### config.mk
export PLATFORM = sky130hd
export DESIGN_NAME = iob_bus_split2
export DESIGN_NICKNAME = d
export VERILOG_FILES = /design/src/rtl/iob_bus_split2.sv
export SDC_FILE = /design/constraint.sdc
export NUM_CORES = 1
export LEC_CHECK = 0
export ABC_AREA = 1
export BUFFER_PORTS_ARGS = -buffer_cell sky130_fd_sc_hd__buf_2
export CAP_MARGIN = 10
export CORE_AREA = 2 2 121 123
export CTS_BUF_LIST = sky130_fd_sc_hd__clkbuf_4 sky130_fd_sc_hd__clkbuf_8 sky130_fd_sc_hd__clkbuf_16
export DETAILED_ROUTE_END_ITERATION = 8
export DIE_AREA = 0 0 123 125
export PLACE_DENSITY = 0.46
export SYNTH_ARGS = -nofsm -noshare
export SYNTH_HDL_FRONTEND = slang
export SYNTH_SLANG_ARGS = --single-unit
### constraint.sdc
create_clock -name clk_i -period 3.55 [get_ports clk_i]
set_input_delay 0.355 -clock clk_i [delete_from_list [all_inputs] [get_ports clk_i]]
set_output_delay 0.355 -clock clk_i [all_outputs]
set_load 0.02 [all_outputs]
### src/rtl/iob_bus_split2.sv
// Two-way IOb request splitter: routes each master request to s0 or s1 by one
// address bit and returns read data in order from whichever slave owns the pending reads.
module iob_bus_split2 #(
    parameter  int ADDR_W    = 32,
    parameter  int DATA_W    = 32,
    parameter  int SPLIT_BIT = ADDR_W - 1,
    parameter  int MAX_PEND  = 4,
    localparam int STRB_W    = DATA_W / 8,
    localparam int REQ_W     = 1 + ADDR_W + DATA_W + STRB_W,
    localparam int RESP_W    = DATA_W + 2
) (
    input  logic              clk_i,
    input  logic              cke_i,
    input  logic              arst_i,
    input  logic [REQ_W-1:0]  m_req_i,
    output logic [RESP_W-1:0] m_resp_o,
    output logic [REQ_W-1:0]  s0_req_o,
    input  logic [RESP_W-1:0] s0_resp_i,
    output logic [REQ_W-1:0]  s1_req_o,
    input  logic [RESP_W-1:0] s1_resp_i,
    output logic              err_o
);
    localparam int PW = $clog2(MAX_PEND + 1);
    localparam logic [PW-1:0] PEND_MAX = PW'(MAX_PEND);

    logic              m_avalid;
    logic [ADDR_W-1:0] m_addr;
    logic [ADDR_W-1:0] s_addr;
    logic [DATA_W-1:0] m_wdata;
    logic [STRB_W-1:0] m_wstrb;
    logic              sel;
    logic              s0_ready, s0_rvalid, s1_ready, s1_rvalid;
    logic [DATA_W-1:0] s0_rdata, s1_rdata;

    logic [PW-1:0]     pend_cnt, pend_nxt, pend_eff;
    logic              owner;
    logic              own_rvalid, oth_rvalid, good_rv, err_evt;
    logic [DATA_W-1:0] own_rdata;
    logic              stall, m_ready, rd_acc;

    assign m_avalid = m_req_i[REQ_W-1];
    assign m_addr   = m_req_i[REQ_W-2 -: ADDR_W];
    assign m_wdata  = m_req_i[STRB_W +: DATA_W];
    assign m_wstrb  = m_req_i[STRB_W-1:0];
    assign sel      = m_addr[SPLIT_BIT];
    assign s_addr   = m_addr & ~(ADDR_W'(1) << SPLIT_BIT);

    assign s0_ready  = s0_resp_i[0];
    assign s0_rvalid = s0_resp_i[1];
    assign s0_rdata  = s0_resp_i[RESP_W-1:2];
    assign s1_ready  = s1_resp_i[0];
    assign s1_rvalid = s1_resp_i[1];
    assign s1_rdata  = s1_resp_i[RESP_W-1:2];

    always_comb begin
        own_rvalid = owner ? s1_rvalid : s0_rvalid;
        oth_rvalid = owner ? s0_rvalid : s1_rvalid;
        own_rdata  = owner ? s1_rdata  : s0_rdata;
        good_rv    = own_rvalid && (pend_cnt != '0);
        err_evt    = oth_rvalid || ((s0_rvalid || s1_rvalid) && (pend_cnt == '0));
        // A response retiring this cycle frees its slot now, so a switch or a
        // full queue can accept in the very cycle the blocking read completes.
        pend_eff   = pend_cnt - {{(PW-1){1'b0}}, good_rv};
        stall      = ((pend_eff != '0) && (sel != owner)) || (pend_eff == PEND_MAX);
        m_ready    = (sel ? s1_ready : s0_ready) && !stall;
        rd_acc     = m_avalid && m_ready && (m_wstrb == '0);
    end

    always_comb begin
        pend_nxt = pend_cnt;
        if (rd_acc && !good_rv)
            pend_nxt = pend_cnt + 1'b1;
        else if (good_rv && !rd_acc)
            pend_nxt = pend_cnt - 1'b1;
    end

    always_ff @(posedge clk_i or posedge arst_i) begin
        if (arst_i) begin
            pend_cnt <= '0;
            owner    <= 1'b0;
            err_o    <= 1'b0;
        end else if (cke_i) begin
            pend_cnt <= pend_nxt;
            if (rd_acc)
                owner <= sel;
            if (err_evt)
                err_o <= 1'b1;
        end
    end

    always_comb begin
        s0_req_o = {m_avalid && !stall && !sel, s_addr, m_wdata, m_wstrb};
        s1_req_o = {m_avalid && !stall &&  sel, s_addr, m_wdata, m_wstrb};
        m_resp_o = {good_rv ? own_rdata : {DATA_W{1'b0}}, good_rv, m_ready};
    end
endmodule
==> impl_results.md <==
* Initial antenna violation count at 0
* Vias per inst at 3.470
* Final Max Tran Viols at 0
* Crit path kind: flip-flop to flip-flop
* Initial DRT Pass Iterations at 4
* Pwr Density at between 400 and 500 mW/mm²
* Floorplan row count at 44
* Inserted Clock Buffers at 3
* Placed Area at ~0.0018 mm²
* Vias at around 1600
* Max cap viols at 0
* Total setup buffers inserted after CTS at 0
* Io pins at about 310
* CTS max path bufs at 2
* P&R area growth vs syn at -7.453%
* Antenna diodes at 0
* Nature of the critical path endpoint: flip-flop
* Final nets at 434
* GPL Wtd Cong at just over 0.7
* Die area at roughly 0.015 mm²
* Global-route usage over all layers at 6.550%
* Worst-Margin Slew at about 0.57 ns
* Worst Hold Class: input port to async pin
* Skew final at 0.0007074 ns
* Total grt overflow at 0
* Post-synth cell types at 26
* Met2 Track Usage GR at between 10% and 20%
* Remaining DRCs at 0
* Num Clock Sinks at 5
* Synthesized cell area at slightly above 0.002 mm²
* Fin area at 0.001896 mm²
* Clock power frac at 21.3%
* Post-synth EDFFs at 0
* Max frequency at ~370 MHz
* Unrepaired setup endpoints after global routing: false
* Final WL at between 5000 and 6000 µm
* Worst EP arrival at 2.79 ns
* Sw power at about 0.00045 W
* Final setup vio count at 0
* Core ar. at 0.01420 mm²
* Final Hold Fails at 0
* Fillers at between 1500 and 2000
* Mean area per synthesized cell at ~6.7 µm²
* Leakage at 1.005 nW
* Post_cts resized at 0
* Synth Flop Type: dfrtp_1
* Logic gate share of total power at between 60 and 70%
* Pin count of the biggest net entering global routing at 34
* Clock Latency Late Sink at roughly 0.22 ns
* Share of flip-flops with an asynchronous set or reset at 100.0%
* Die Height at around 130 µm
* Seq pwr share at a little over a tenth
* Tcrit/Tclk final at between 70% and 80%
* Layout cells sized above 1 at 57.24%
* GRT met1 Usage at 5.915%
* Crit start category: flip-flop
* CTS clock-pin slew for the worst setup and hold paths at 0.03 ns
* HPWL Detailed at a little under 5000 µm
* Post-synthesis sequential area ratio at under 10%
* Status: finished clean
* Fin crit period at ~2.7 ns
* Sw frac at between 50% and 60%
* Vias in the first global route at approximately 1500
* Setup TNS at 0 ns
* Post-CTS Hold Fix Bufs at 0
* P_int at between 0.0004 and 0.0005 W
* H-tree depth at 1
* Slew HR at ~62%
* Antenna-violating nets left at 0
* Post-Syn Instances at between 300 and 400
* WL/cell at 12.41 µm
* Starting Density at 14.42%
* Initial drt markers at 29
* Yosys warns at 0
* I/O Buffers at 121
* Crit-path max FO at 16
* First-pass GRT wire length at between 7000 and 8000 µm
* GR peak layer: met2
* Reg-to-reg setup timing slack at about 0.86 ns
* Die X at approximately 120 µm
* Root buf cell: clkbuf_16
* Met3 GRT Util at roughly 2.8%
* CTS tree: yes
* #FFs+latches synth at 5
* Req. time, crit path at about 3.7 ns
* VDD IR max at ~270 µV
==> metrics by stage <==
step           util (%)  setup slack (ns)  cells  power [W]  hold slack [ns]
6_report          13.35            0.8580    474  0.0008806          0.02791
5_1_grt           13.35            0.6246    474  0.0009645          0.04625
2_1_floorplan         -            0.7724    309  0.0007668           0.1335
3_5_place_dp      12.76            0.8282    470  0.0007139           0.2604
3_3_place_gp      12.76            0.8602    470  0.0007163           0.2600
4_1_cts           13.35            0.8159    474  0.0009040          0.03078
==> final timing paths <==
kind                                        start                       to  depth (start not counted)
max in group asynchronous                  arst_i  pend_cnt[1]$_DFFE_PP0P_                          2
worst min-delay path                       arst_i        err_o$_DFFE_PP0P_                          2
worst min register to register  err_o$_DFFE_PP0P_        err_o$_DFFE_PP0P_                          2
worst max-delay path            owner$_DFFE_PP0P_  pend_cnt[2]$_DFFE_PP0P_                         19
worst max register to register  owner$_DFFE_PP0P_  pend_cnt[2]$_DFFE_PP0P_                         19
min in group clk_i                          cke_i        err_o$_DFFE_PP0P_                          3
==> cell usage after synthesis (3+ instances only) <==
| cell type | instances | area [µm²] |
|---|---|---|
| buf_2 | 4 | 20.02 |
| buf_6 | 3 | 33.78 |
| a21oi_1 | 6 | 30.03 |
| dfrtp_1 | 5 | 125.1 |
| a21oi_2 | 28 | 245.2 |
| nand3_1 | 4 | 20.02 |
| inv_2 | 3 | 11.26 |
| inv_1 | 14 | 52.55 |
| nand2_2 | 3 | 18.77 |
| nor2_1 | 4 | 15.01 |
| nand2_1 | 76 | 285.3 |
| buf_4 | 139 | 1044 |
==> sequential cells by signal, indices dropped and copies added, names as in the netlist <==
register,flops
err_o,1
owner,1
pend_cnt,3
==> cell type report <==
type / count / area, µm² / area share, %
clock buffers: 4 / 82.58 / 4.356
well taps: 184 / 230.2 / 12.15
inverters: 17 / 63.81 / 3.366
repair buffers: 125 / 635.6 / 33.53
multi-input cells: 139 / 758.2 / 40.00
flip-flops and latches: 5 / 125.1 / 6.601
==> worst max-delay path: stages (launching register included) <==
cell and delay (ns):
dfrtp_1 0.35, buf_4 0.19, nand2_1 0.09, o21ai_2 0.05
nand2_2 0.07, inv_2 0.04, ha_1 0.26, inv_1 0.03
nor2_1 0.11, inv_1 0.06, nand2_2 0.07, nand2_2 0.06
nor2_4 0.10, and2_1 0.13, ha_1 0.13, inv_1 0.06
fa_1 0.39, a21boi_1 0.15, o21ai_1 0.08, xor2_1 0.14
==> power by group through the flow <==
stage / Clock, W / Combinational [W] / Sequential, W
floorplan: 0 / 0.000674 / 0.0000928
global placement: 0 / 0.000620 / 0.0000958
detailed placement: 0 / 0.000618 / 0.0000962
CTS: 0.000191 / 0.000617 / 0.0000956
global route: 0.000195 / 0.000672 / 0.0000979
finish: 0.000187 / 0.000598 / 0.0000951
==> routing by layer <==
metal  routed length, µm  share of wire, %
met3                 924                16
met4                 401               6.8
met2                2578                44
met5                  62               1.1
met1                1914                33
==> cell families after synthesis <==
logic type / after synthesis / share of synthesized area (%)
xor+xnor: 2 / 0.8554
flops: 5 / 6.109
compound gates: 40 / 15.33
buf+inv: 165 / 57.06
other cells: 1 / 0.1831
simple gates: 92 / 18.27
fa+ha+maj: 3 / 2.199
==> layout by cell type (no fill, tap or decap), types with 3 or more instances in the layout <==
master | netlist | routed
buf_2 | 4 | 121
a21oi_2 | 28 | 28
buf_4 | 139 | 4
nand2_2 | 3 | 3
a21oi_1 | 6 | 6
nand2_1 | 76 | 76
inv_1 | 14 | 14
nor2_1 | 4 | 4
nand3_1 | 4 | 4
inv_2 | 3 | 3
dfrtp_1 | 5 | 5
clkbuf_16 | 0 | 3
Note: power is estimated with default switching activity, not from simulation.
